[src/rtl/shift_sequencer.sv]
// shift_sequencer: request front-end for the serial left-only shifter.
// Right shifts are folded onto left-shift hardware by bit-reversing the
// operand on the way in and the result on the way out. Arithmetic right
// shifts of negative values additionally invert both, so the shifter's
// zero fill becomes a one fill after the final inversion.
module shift_sequencer (
  input  logic        i_clk,
  input  logic        i_rst_n,
  input  logic        i_valid,
  output logic        o_ready,
  input  logic [1:0]  i_funct,
  input  logic [31:0] i_operand,
  input  logic [4:0]  i_shamt,
  input  logic        i_flush,
  output logic        o_sh_start,
  output logic [31:0] o_sh_op1,
  output logic [4:0]  o_sh_op2,
  input  logic [31:0] i_sh_result,
  input  logic        i_sh_done,
  output logic        o_valid,
  input  logic        i_ready,
  output logic [31:0] o_result,
  output logic        o_busy
);

  typedef enum logic [2:0] {IDLE, ISSUE, WAIT, RESP, DRAIN} state_t;
  typedef enum logic [1:0] {OP_SLL, OP_SRL, OP_SRA} op_t;

  state_t      state;
  op_t         op_q;
  logic        sign_q;
  op_t         req_op;
  logic [31:0] pre_operand;
  logic [31:0] post_result;

  function automatic logic [31:0] bitrev(input logic [31:0] x);
    logic [31:0] r;
    for (int i = 0; i < 32; i++) r[i] = x[31-i];
    return r;
  endfunction

  assign o_ready = (state == IDLE) && !i_flush;
  assign o_busy  = (state != IDLE);

  // Decode the incoming request and condition its operand for the shifter.
  always_comb begin
    // NOTE: every output of a combinational block gets a default first so
    // no path leaves it unassigned, which would infer a latch.
    req_op      = OP_SLL;
    pre_operand = i_operand;
    case (i_funct)
      2'b01: begin
        req_op      = OP_SRL;
        pre_operand = bitrev(i_operand);
      end
      2'b11: begin
        req_op      = OP_SRA;
        pre_operand = bitrev(i_operand[31] ? ~i_operand : i_operand);
      end
      default: ;
    endcase
  end

  // Undo the operand conditioning on the shifter's result.
  always_comb begin
    post_result = i_sh_result;
    case (op_q)
      OP_SRL:  post_result = bitrev(i_sh_result);
      OP_SRA:  post_result = bitrev(i_sh_result) ^ {32{sign_q}};
      default: ;
    endcase
  end

  // Request sequencing: issue, wait for the shifter, hold the response.
  // NOTE: the reset branch is asynchronous (in the sensitivity list) and
  // all state uses non-blocking assignments so every register samples
  // pre-edge values regardless of statement order.
  always_ff @(posedge i_clk or negedge i_rst_n) begin
    if (!i_rst_n) begin
      state      <= IDLE;
      op_q       <= OP_SLL;
      sign_q     <= 1'b0;
      o_sh_start <= 1'b0;
      o_sh_op1   <= '0;
      o_sh_op2   <= '0;
      o_result   <= '0;
      o_valid    <= 1'b0;
    end else begin
      case (state)
        IDLE: begin
          if (i_valid && o_ready) begin
            op_q       <= req_op;
            sign_q     <= i_operand[31];
            o_sh_op1   <= pre_operand;
            o_sh_op2   <= i_shamt;
            o_sh_start <= 1'b1;
            state      <= ISSUE;
          end
        end
        ISSUE: begin
          // The shifter has seen start by now, so a flush must still drain.
          o_sh_start <= 1'b0;
          state      <= i_flush ? DRAIN : WAIT;
        end
        WAIT: begin
          if (i_sh_done) begin
            if (i_flush) begin
              state <= IDLE;
            end else begin
              o_result <= post_result;
              o_valid  <= 1'b1;
              state    <= RESP;
            end
          end else if (i_flush) begin
            state <= DRAIN;
          end
        end
        RESP: begin
          if (i_flush || i_ready) begin
            o_valid <= 1'b0;
            state   <= IDLE;
          end
        end
        DRAIN: begin
          // The shifter cannot be aborted; swallow its result.
          if (i_sh_done) state <= IDLE;
        end
        default: state <= IDLE;
      endcase
    end
  end

endmodule

[config.mk]
export PLATFORM = sky130hd
export DESIGN_NAME = shift_sequencer
export DESIGN_NICKNAME = d
export VERILOG_FILES = /design/src/rtl/shift_sequencer.sv
export SDC_FILE = /design/constraint.sdc
export NUM_CORES = 1
export LEC_CHECK = 0
export BUFFER_PORTS_ARGS = -buffer_cell sky130_fd_sc_hd__buf_2
export CORE_MARGIN = 2
export CORE_UTILIZATION = 45
export DETAILED_ROUTE_END_ITERATION = 10
export GPL_ROUTABILITY_DRIVEN = 1
export GPL_TIMING_DRIVEN = 0
export PLACE_DENSITY = 0.82
export SLEW_MARGIN = 5
export SYNTH_ARGS = -nofsm -noshare
export SYNTH_HDL_FRONTEND = slang
export SYNTH_SLANG_ARGS = --single-unit
export TNS_END_PERCENT = 30
[constraint.sdc]
create_clock -name i_clk -period 3.05 [get_ports i_clk]
set_input_delay 0.1525 -clock i_clk [delete_from_list [all_inputs] [get_ports i_clk]]
set_output_delay 0.1525 -clock i_clk [all_outputs]
set_load 0.01 [all_outputs]
======== Word level (Yosys, flattened, before mapping) ========
Index checks and enable logic that the tools add are counted.
word-level totals
  bits of input ports ..................... 77
  output and inout port bits .............. 73
  flip-flop bits (word level) ............. 77
  word-level logic and storage cells ...... 56
operators by class
  eq/ne operators ......................... 14
  muxes and demuxes ....................... 18
  bitwise operators ....................... 3
  reductions and logical operators ........ 13
operators by type and width
  kind                  count
  $pmux W32 S2          2
  $mux W32              1
  $not A32 Y32          1
  $xor A32 B32 Y32      1
  $mux W3               6
  $pmux W3 S5           1
  $ne A2 B2 Y1 const B  4
  $reduce_and A4 Y1     2
  $eq A3 B2 Y1 const B  2
  $eq A2 B1 Y1 const B  2
  $eq A2 B2 Y1 const B  2
  $mux W1               4
  $pmux W1 S2           2
  $pmux W2 S2           1
  $reduce_and A2 Y1     2
  $reduce_bool A2 Y1    2
  $eq A3 B1 Y1 const B  1
  $eq A3 B3 Y1 const B  1
  $logic_not A3 Y1      1
  $ne A3 B3 Y1 const B  1
  $reduce_and A3 Y1     1
  $reduce_bool A3 Y1    1
  $logic_and A1 B1 Y1   2
  $mux W2               1
  other kinds (4)       4

======== Longest topological paths before layout ========
Gate-level depths: netlist of run 1.
  depth after elaboration ................. 5
  depth in mapped cells ................... 7
  mapped depth without buffers ............ 5

======== Least setup slack after synthesis of run 1 ========
OpenSTA, ideal clock, no wires.
  kind .................................... flip-flop to flip-flop
  from .................................... register op_q[0]
  to ...................................... register o_result[1]
  setup time .............................. 121 ps
  slack ................................... 1478 ps
  arrival time ............................ 1451 ps
  path buffers ............................ 2
  period minus slack after synthesis ...... 1572 ps
  required time ........................... 2929 ps
  cell stages (with the launch flop) ...... 7
  cells stage by stage .................... dfrtp_1 > inv_1 > ha_1 > clkbuf_1 > clkbuf_1 > a21oi_1 > a22o_1
between the ends
  longest elaborated chain between the ends .. 2
  elaborated cells between the ends (all ways) .. 3
  those cells by class .................... eq/ne (2); mux (1)
RTL lines
  element                                       line  text
  start, declared                               30    op_t op_q;
  start signal, assigned                        92    op_q <= req_op;
  $eq A2 B2 Y1 or $eq A2 B1 Y1 (tied branches)  67    case (op_q)
  $pmux W32 S2 *                                67
  end signal, assigned                          110   o_result <= post_result;
  end, declared                                 22    output logic [31:0] o_result,
Every way passes the cells marked *; elsewhere a longest branch is shown, timed or not.
A chain may end at the register's enable or synchronous reset.

======== Worst setup path after layout of run 1 ========
  from .................................... register op_q[0]
  to ...................................... register o_result[0]
The elaborated chain is that of the path after synthesis.

==> impl_metrics.json, run 1 <==
{
  "outcome": "finished clean",
  "cp_max_fo": 10,
  "rsz0062_at_grt": "false",
  "fin_skew_ns": 0.0110,
  "fin_area_um2": 5610,
  "seqPwrFrac_pct": 35.6,
  "path_class": "reg -> reg",
  "grt_max_degree": 53,
  "yosysUniqueCellTypes": 33,
  "endpoint_kind": "register",
  "first_pass_iters": 5,
  "grt_pass1_vias": 4020,
  "crit_path_end": "o_result[0]$_DFFE_PN0P_",
  "core-area_um2": 9640,
  "routed_wl_um": 12300,
  "cts_setup_buffers": 0,
  "clockPowerShare_pct": 19.9,
  "gr-usage-all-layers_pct": 22.8,
  "synthTopCellsByCount": "dfrtp_1 (77), nand2_1 (68), o21ai_0 (38), nor2b_1 (33)",
  "synth_most_common_cell": "dfrtp_1",
  "cts_buffers": 9,
  "clock.fmax_mhz": 512,
  "yosysWarnings": 0,
  "setup_viol": 0,
  "synth_top_area_share_pct": 43.6,
  "worstReg2RegStart": "op_q[0]$_DFFE_PN0P_",
  "peakVddDrop_mv": 0.334,
  "pwr_density_cell_nw_per_um2": 840,
  "io_buffers": 148,
  "die_area_um2": 10600,
  "worstPathRequired_ns": 3.29,
  "cp.arrival_ns": 2.20,
  "cp-startpoint": "op_q[0]$_DFFE_PN0P_",
  "comb_power_share_pct": 44.5,
  "grt_pass1_wl_um": 19100,
  "finalWeightedCongestion": 0.863,
  "fillCellCount": 841,
  "cts_root_buf": "clkbuf_8",
  "syn-cell-area_um2": 4420,
  "syn_nets": 533,
  "yosys-top-cells-area": "dfrtp_1 (44%), mux2i_1 (7.0%), xor2_1 (6.1%)",
  "start_util_pct": 45.9,
  "cts.sinks": 77,
  "synthFlopType": "dfrtp_1",
  "grt-ovfl-total": 0,
  "hold-path-cell-count": 2,
  "slew_violations": 0,
  "synth_edf_count": 0,
  "hold_violations": 0,
  "antenna_found_initial": 0,
  "fin_tns_setup_ns": 0,
  "fp.dieH_um": 103,
  "synth_cells": 454,
  "cts_htree_levels": 3,
  "syn_avg_cell_area_um2": 9.75,
  "final_antenna_net_count": 0,
  "ys_ff_latch": 77,
  "num_rows": 36,
  "utilization_pct": 58.2,
  "ys_seq_area_share_pct": 43.6,
  "path_clk_slew_ns": 0.08,
  "power.switching_uw": 1830,
  "switching_share_pct": 38.8,
  "start_kind": "register",
  "clk_latency_ns": 0.35,
  "fin_crit_sh_pct": 64.0,
  "wl_per_cell_um": 16.3,
  "dpl_cell_area_um2": 5360,
  "areaGrowthSynthToFinish_pct": 26.8,
  "cap_violations": 0,
  "max_slew_margin_pct": 65.0,
  "hold_path.class": "in -> reg",
  "drc_errors": 0,
  "p_leak_uw": 0.00280,
  "timing.rr.end": "o_result[0]$_DFFE_PN0P_",
  "rrSetupSlack_ns": 1.10,
  "worstMarginPinSlew_ns": 0.525,
  "fin_nets": 694,
  "drtIter0Drc": 180,
  "yosysTopAreaCell": "dfrtp_1",
  "power.internal_uw": 2880,
  "die_width_um": 103,
  "via_per_inst": 5.49,
  "r2r_cells": 6,
  "vias": 4136,
  "cts_tree": "done",
  "antenna_cells": 0,
  "clockBufferDepth": 2,
  "pin_count": 150,
  "hpwl_um": 9000,
  "drive_gt1_share_pct": 31.6,
  "ys_async_sr_fraction_pct": 100,
  "min_period_ns": 1.95
}
## cells by family (layout without fill, tap and decap cells)
kind of cell	Yosys count	after routing	synth area share (%)
and+or+nand+nor	113	113	12.2
xor gates and xnor gates	61	61	12.1
buffers and inverters	50	216	5.40
AOI/OAI and AO/OA	115	115	17.9
DFF	77	77	43.6
muxes	36	36	8.29
adders and majority gates	2	2	0.566
## what timing repair did
item / 4_1_cts / 5_1_grt
hold buffers: 1 / 0
resized for setup: 0 / 0
setup endpoints to repair: 0 / 0
hold endpoints to repair: 25 / 0
## stage by stage
| stage | hold WS (ns) | total power, µW | setup slack [ns] | std cells |
|---|---|---|---|---|
| final | 0.0314 | 4710 | 1.10 | 753 |
| after global routing | 0.0264 | 5060 | 0.898 | 753 |
| after CTS | 0.0181 | 4730 | 1.11 | 753 |
| after detailed placement | 0.0895 | 3770 | 1.15 | 736 |
| after global placement | 0.371 | 3680 | 1.18 | 735 |
| after floorplan | -0.143 | 2950 | 1.48 | 454 |
## power by group through the flow
stage	clock (µW)	sequential [µW]	combinational, µW
after floorplan	0	1880	1070
after global placement	0	1680	2000
after detailed placement	0	1690	2080
after CTS	956	1680	2100
after global routing	996	1730	2330
final	939	1680	2100
## registers in the layout (all words and copies together) (netlist names)
register and cells:
state 3, o_valid 1, o_sh_op2 5, op_q 2, o_result 32, o_sh_start 1, sign_q 1, o_sh_op1 32
## per-layer routing
metal / global-route usage (%) / vias up / wire length, µm
met5: 0 / - / 0
met4: 7.59 / 0 / 164
met3: 6.78 / 17 / 1140
met2: 37.4 / 198 / 5910
met1: 28.8 / 2013 / 5080
li1: - / 1908 / -
## cell usage in the layout, fill, tap and decap left out
cell type | netlist | routed
buf_2 | 17 | 164
ha_1 | 2 | 2
a2bb2oi_1 | 1 | 1
a221o_1 | 1 | 1
a21o_1 | 1 | 1
a22o_1 | 2 | 2
buf_16 | 0 | 1
xor2_1 | 31 | 31
a21oi_1 | 7 | 7
inv_1 | 8 | 8
nand3_1 | 2 | 2
buf_4 | 4 | 5
nor2b_1 | 33 | 33
and2_1 | 1 | 1
dfrtp_1 | 77 | 77
bufinv_16 | 0 | 3
or3_1 | 1 | 1
a211oi_2 | 1 | 1
buf_6 | 2 | 2
nand2_2 | 1 | 1
a31oi_1 | 2 | 2
clkinv_2 | 0 | 3
clkinv_4 | 0 | 1
nand2b_1 | 1 | 1
dlygate4sd3_1 | 0 | 1
o22ai_1 | 1 | 1
clkbuf_8 | 0 | 9
nor4_4 | 1 | 1
nand2_1 | 68 | 68
mux2i_1 | 31 | 31
mux2_2 | 5 | 5
xnor2_1 | 30 | 30
clkbuf_1 | 19 | 19
o31ai_1 | 30 | 30
o21ai_0 | 38 | 38
nor3_1 | 2 | 2
o21ai_1 | 1 | 1
a221oi_1 | 30 | 30
nor2_1 | 3 | 3
## worst min-delay path by stage
| stage | end | from | slack, ns |
|---|---|---|---|
| after detailed placement | o_result[17]$_DFFE_PN0P_ | i_rst_n | 0.09 |
| final | state[1]$_DFFE_PN0P_ | i_ready | 0.03 |
| after CTS | state[1]$_DFFE_PN0P_ | i_ready | 0.02 |
| after floorplan | o_result[0]$_DFFE_PN0P_ | i_rst_n | -0.14 |
| after global placement | state[1]$_DFFE_PN0P_ | i_ready | 0.37 |
| after global routing | o_sh_op2[2]$_DFFE_PN0P_ | i_shamt[2] | 0.03 |
## area by class of cell
cell class / count / area, µm² / area share [%]
Multi-Input combinational cell: 327 / 2260 / 40.3
Sequential cell: 77 / 1930 / 34.4
Timing Repair Buffer: 150 / 781 / 13.9
Buffer: 42 / 209 / 3.73
Tap cell: 133 / 166 / 2.97
Clock buffer: 9 / 124 / 2.21
Clock inverter: 7 / 114 / 2.03
Inverter: 8 / 30.0 / 0.535
## critical path: stages (launching register included)
cell,delay (ns)
dfrtp_1,0.38
inv_1,0.05
ha_1,0.27
clkbuf_1,0.32
clkbuf_1,0.45
a221oi_1,0.10
o31ai_1,0.28
(Power assumes the default switching activity.)
==> inputs of run 2 (changes only) <==
--- a/config.mk
+++ b/config.mk
@@ -11,7 +11,7 @@
 export DETAILED_ROUTE_END_ITERATION = 10
 export GPL_ROUTABILITY_DRIVEN = 1
 export GPL_TIMING_DRIVEN = 0
-export PLACE_DENSITY = 0.82
+export PLACE_DENSITY = 0.85
 export SLEW_MARGIN = 5
 export SYNTH_ARGS = -nofsm -noshare
 export SYNTH_HDL_FRONTEND = slang
==> constraint.sdc (replaced) <==
create_clock -name i_clk -period 1.6 [get_ports i_clk]
set_input_delay 0.08 -clock i_clk [delete_from_list [all_inputs] [get_ports i_clk]]
set_output_delay 0.08 -clock i_clk [all_outputs]
set_load 0.01 [all_outputs]
==> run 2 against run 1 <==
Effect of this change: non-clock buffer count rose by 9; flip-flop and latch count unchanged; clock power rose by 45%; critical endpoint is now o_sh_op2[1]$_DFFE_PN0P_.
==> impl_metrics.json, run 2 (same netlist as run 1, synthesis figures left out) <==
{
  "outcome": "finished clean",
  "drtIter0Drc": 156,
  "hold_violations": 0,
  "cap_violations": 0,
  "fin_nets": 703,
  "cp_common_cell": "buf_6",
  "dp_slack_ns": -0.388,
  "grt_pass1_wl_um": 19400,
  "drc_errors": 0,
  "via_per_inst": 5.51,
  "cts_tree": "done",
  "worstPathRequired_ns": 1.82,
  "worstReg2RegStart": "state[1]$_DFFE_PN0P_",
  "hold_path.class": "in -> reg",
  "layout_common_cells": "buf_2 (160), dfrtp_1 (76), nand2_1 (68)",
  "dpl_cell_area_um2": 5360,
  "pwr_density_cell_nw_per_um2": 1540,
  "final_antenna_net_count": 0,
  "worstMarginPinSlew_ns": 0.446,
  "slew_violations": 0,
  "rsz0062_at_grt": "true",
  "cp-startpoint": "state[1]$_DFFE_PN0P_",
  "hp-start": "i_operand[22]",
  "pin_count": 150,
  "start_util_pct": 45.9,
  "power.total_uw": 8970,
  "grt_max_degree": 51,
  "num_rows": 36,
  "path_clk_slew_ns": 0.08,
  "multi_input_area_um2": 2380,
  "cts_buffers": 9,
  "p_leak_uw": 0.00293,
  "antenna_found_initial": 0,
  "critPathSlowestCell": "dfrtp_1",
  "worstPathCellList": "buf_6 -> nor4_4 -> nand2_2 -> buf_8 -> buf_6 -> mux2_2",
  "die_area_um2": 10600,
  "min_period_ns": 1.58,
  "cp_max_fo": 8,
  "start_kind": "register",
  "hpwl_um": 9140,
  "setup_viol": 0,
  "grt_pass1_vias": 4081,
  "fin_area_um2": 5840,
  "grt-ovfl-total": 0,
  "fin_tns_setup_ns": 0,
  "vias": 4196,
  "peakVddDrop_mv": 0.701,
  "path_class": "reg -> reg",
  "core-area_um2": 9640,
  "clock.fmax_mhz": 633,
  "reg_top3": "o_result: 32 flops, o_sh_op1: 32 flops, o_sh_op2: 5 flops",
  "first_pass_iters": 5,
  "gr-usage-all-layers_pct": 23.3,
  "fin_crit_sh_pct": 98.8,
  "slowest_delay_ns": 0.38,
  "io_buffers": 148,
  "final_common_cell": "buf_2",
  "die_width_um": 103,
  "cts_htree_levels": 3,
  "seq_area_um2": 1930,
  "cts_root_buf": "clkbuf_8",
  "clk_latency_ns": 0.34,
  "clockBufferDepth": 2,
  "endpoint_kind": "register",
  "fillCellCount": 811,
  "fin_skew_ns": 0.00755,
  "cts.sinks": 77,
  "finalWeightedCongestion": 0.794,
  "cp.arrival_ns": 1.80,
  "fp.dieH_um": 103,
  "drive_gt1_share_pct": 37.3,
  "areaGrowthSynthToFinish_pct": 32.0,
  "routed_wl_um": 12700,
  "wl_per_cell_um": 16.6,
  "max_slew_margin_pct": 70.2,
  "setup_slack_ns": 0.0191,
  "antenna_cells": 0
}
==> run 2: layout make-up <==
class	count	area share, %
well taps	133	2.85
clock buffers	14	2.96
flip-flops and latches	77	33.0
repair buffers	161	15.1
plain buffers	40	4.75
clock inverters	1	0.0857
inverters	8	0.514
multi-input cells	327	40.7
==> run 2: where the power goes <==
group,internal (µW),switching [µW],leakage [µW]
combinational,1930,2460,0.00187
clock,683,681,0.0000926
sequential,2760,454,0.000968
total,5370,3600,0.00293
==> run 2: final timing paths <==
check	endpoint	slack [ns]	depth (start not counted)
max	o_sh_op2[1]$_DFFE_PN0P_	0.02	6
min	o_sh_op1[22]$_DFFE_PN0P_	0.04	3
max reg2reg	o_sh_op2[1]$_DFFE_PN0P_	0.02	6
min reg2reg	o_result[10]$_DFFE_PN0P_	0.48	2
max in group asynchronous	state[2]$_DFFE_PN0P_	0.79	3
min in group asynchronous	o_result[4]$_DFFE_PN0P_	0.21	2
==> run 2: repair_timing <==
action | 4_1_cts | 5_1_grt
pin swaps | 0 | 2
endpoints found under the hold margin | 34 | 0
setup buffers | 0 | 4
gates resized for setup | 24 | 54
cloned | 0 | 0
endpoints found under the setup margin | 38 | 66
hold buffers | 8 | 0
==> run 2: critical path, delay by kind of cell (launching register included) <==
kind | cells | cell delay, ns
buf+inv | 3 | 0.42
simple gates | 2 | 0.41
flops | 1 | 0.38
mux | 1 | 0.26
==> run 2: layer usage <==
metal | vias to the layer above | share of wire, % | GRT usage [%]
met2 | 195 | 52 | 38.8
met3 | 19 | 7.7 | 5.63
met1 | 2051 | 39 | 28.9
met4 | 0 | 1.5 | 9.82
met5 | - | 0 | 0
li1 | 1931 | - | -
==> run 2: metrics by stage <==
step           hold WS (ns)  utilization [%]  cells
2_1_floorplan        -0.216                -    454
3_3_place_gp          0.297             55.3    735
3_5_place_dp         0.0337             55.6    736
4_1_cts              0.0181             58.8    757
5_1_grt              0.0589             60.6    761
6_report             0.0427             60.6    761
==> inputs of run 3 (changes only) <==
--- a/config.mk
+++ b/config.mk
@@ -5,13 +5,14 @@
 export SDC_FILE = /design/constraint.sdc
 export NUM_CORES = 1
 export LEC_CHECK = 0
+export ABC_AREA = 1
 export BUFFER_PORTS_ARGS = -buffer_cell sky130_fd_sc_hd__buf_2
 export CORE_MARGIN = 2
 export CORE_UTILIZATION = 45
 export DETAILED_ROUTE_END_ITERATION = 10
 export GPL_ROUTABILITY_DRIVEN = 1
 export GPL_TIMING_DRIVEN = 0
-export PLACE_DENSITY = 0.85
+export PLACE_DENSITY = 0.84
 export SLEW_MARGIN = 5
 export SYNTH_ARGS = -nofsm -noshare
 export SYNTH_HDL_FRONTEND = slang
==> run 3 against run 2 <==
Effect of this change: final area rose by 3.4%; first-iteration DRC count rose by 83%; synthesized cell count rose by 55%; die area rose by 5.7%; utilization fell by 1.6 points; wire length rose by 9.4%; combinational power rose by 19%; critical path type unchanged; largest cell class unchanged.
==> impl_metrics.json, run 3 <==
{
  "fp.dieH_um": 106,
  "io_buffers": 148,
  "setup_viol": 0,
  "synthFlopType": "dfrtp_1",
  "path_clk_slew_ns": 0.08,
  "routed_wl_um": 13900,
  "slowest_delay_ns": 0.39,
  "cap_violations": 0,
  "first_pass_iters": 5,
  "drc_errors": 0,
  "critPathSlowestCell": "dfrtp_1",
  "fin_skew_ns": 0.0152,
  "areaGrowthSynthToFinish_pct": 28.9,
  "worstPathRequired_ns": 1.84,
  "cts_htree_levels": 3,
  "peakVddDrop_mv": 0.872,
  "synth_most_common_cell": "nand2_1",
  "hold_violations": 0,
  "layout_common_cells": "nand2_1 (314), buf_2 (164), dfrtp_1 (76)",
  "clk_latency_ns": 0.37,
  "yosys-top-cells-area": "dfrtp_1 (41%), nand2_1 (25%), o21ai_0 (7.0%)",
  "syn_avg_cell_area_um2": 6.66,
  "grt_max_degree": 44,
  "syn-cell-area_um2": 4690,
  "fin_crit_sh_pct": 96.0,
  "yosysUniqueCellTypes": 22,
  "clock.fmax_mhz": 651,
  "die_width_um": 106,
  "drtIter0Drc": 286,
  "ys_seq_area_share_pct": 41.1,
  "rsz0062_at_grt": "true",
  "finalWeightedCongestion": 0.914,
  "cts.sinks": 77,
  "pwr_density_cell_nw_per_um2": 1680,
  "endpoint_kind": "register",
  "cp-startpoint": "op_q[1]$_DFFE_PN0P_",
  "vias": 5312,
  "synth_top_area_share_pct": 41.1,
  "yosysTopAreaCell": "dfrtp_1",
  "ys_ff_latch": 77,
  "reg_top3": "o_result: 32 flops, o_sh_op1: 32 flops, o_sh_op2: 5 flops",
  "final_antenna_net_count": 0,
  "start_kind": "register",
  "cts_root_buf": "clkbuf_8",
  "slew_violations": 0,
  "ys_async_sr_fraction_pct": 100,
  "yosysWarnings": 0,
  "cts_buffers": 9,
  "min_period_ns": 1.54,
  "outcome": "finished clean",
  "hpwl_um": 9830,
  "worstMarginPinSlew_ns": 0.491,
  "cp_top_family": "compound AO/OA/AOI/OAI gates",
  "grt-ovfl-total": 0,
  "fin_nets": 959,
  "synth_cells": 704,
  "hp-start": "i_sh_result[30]",
  "antenna_found_initial": 0,
  "drive_gt1_share_pct": 24.1,
  "cp.arrival_ns": 1.78,
  "clockBufferDepth": 2,
  "start_util_pct": 45.8,
  "cts_tree": "done",
  "hold_ws_ns": 0.00985,
  "antenna_cells": 0,
  "synth_edf_count": 0,
  "worstPathCellList": "inv_1 -> ha_1 -> clkbuf_2 -> a21oi_1 -> o21ai_0 -> o211ai_1 -> nand2_1",
  "setup_slack_ns": 0.0646,
  "synthTopCellsByCount": "nand2_1 (315), dfrtp_1 (77), o21ai_0 (66), inv_1 (43), nor2_1 (41)",
  "worstReg2RegStart": "op_q[1]$_DFFE_PN0P_",
  "worstPathBufferInverterCount": 2,
  "path_class": "reg -> reg",
  "die_area_um2": 11200,
  "wl_per_cell_um": 13.6,
  "pin_count": 150,
  "gr-usage-all-layers_pct": 25.1,
  "rrSetupSlack_ns": 0.06,
  "max_slew_margin_pct": 67.3,
  "grt_pass1_vias": 4813,
  "grt_pass1_wl_um": 22700,
  "syn_nets": 783,
  "dp_slack_ns": -0.236,
  "p_leak_uw": 0.00337,
  "core-area_um2": 10200,
  "via_per_inst": 5.20,
  "final_common_cell": "nand2_1",
  "hold_path.class": "in -> reg",
  "cp_max_fo": 10,
  "num_rows": 37
}
[run 3: changes by cell type in the layout (fill, tap and decap cells not counted), sizes merged, moves of 27 or more]
cell / change
nor2: +40
nor2b: -33
o211ai: +33
a221oi: -30
xnor2: -30
inv: +37
o21ai: +30
mux2i: -31
o31ai: -30
a21oi: +27
nand2: +247
xor2: -31
nand3: +33
[run 3: cell families after synthesis]
kind of cell	share of synthesized area, %
AOI/OAI and AO/OA	16.4
buffers and inverters	8.70
adders and majority gates	0.534
DFF	41.1
and+or+nand+nor	33.2
[run 3: layout make-up]
cell class / count / area (µm²)
buffer: 46 / 268
timing repair buffer: 166 / 933
clock buffer: 10 / 138
clock inverter: 6 / 62.6
sequential: 77 / 1930
multi-input combinational: 535 / 2370
tap: 136 / 170
fill: 975 / 4190
inverter: 45 / 169
[run 3: per-layer routing]
layer | part of all wire, % | GRT usage [%] | vias up
li1 | - | - | 2605
met1 | 42 | 33.1 | 2424
met2 | 46 | 39.4 | 250
met3 | 9.0 | 6.07 | 33
met4 | 2.6 | 10.9 | 0
met5 | 0 | 0 | -
[run 3: worst register-to-register path, stage by stage, from the launching register on]
cell	delay (ns)
dfrtp_1	0.39
inv_1	0.07
ha_1	0.25
clkbuf_2	0.23
a21oi_1	0.17
o21ai_0	0.10
o211ai_1	0.13
nand2_1	0.09
[run 3: report_power, final]
group          leakage [µW]  switching, µW  internal [µW]  total (µW)
Combinational       0.00229           3180           2040        5220
Sequential         0.000976            521           2870        3390
Clock              0.000106            769            761        1530
Total               0.00337           4470           5670       10100
[run 3: stage by stage]
stage	total power, µW	TNS, ns	util (%)	std cells	instance area (µm²)
final	10100	0	59.0	1021	6040
after global routing	11000	-0.0822	59.0	1021	6040
after CTS	10000	0	58.5	1018	5980
after detailed placement	8380	-4.87	55.0	989	5630
after global placement	8290	-14.51	54.7	988	5600
after floorplan	6550	0	-	704	4690
[run 3: path summary, 6_finish.rpt]
path                                            end  cells past startpoint
setup / recovery           o_result[25]$_DFFE_PN0P_                      7
max in group asynchronous  o_sh_op1[30]$_DFFE_PN0P_                      3
min in group asynchronous   o_result[2]$_DFFE_PN0P_                      2
setup reg to reg           o_result[25]$_DFFE_PN0P_                      7
hold / removal             o_result[30]$_DFFE_PN0P_                      3
hold reg to reg             o_sh_op2[2]$_DFFE_PN0P_                      2
[run 3: timing repair]
action | 4_1_cts | 5_1_grt
gates resized for setup | 12 | 22
cloned | 0 | 0
pin swaps | 2 | 3
endpoints found under the hold margin | 47 | 0
hold buffers | 14 | 0
endpoints found under the setup margin | 30 | 58
setup buffers | 0 | 3
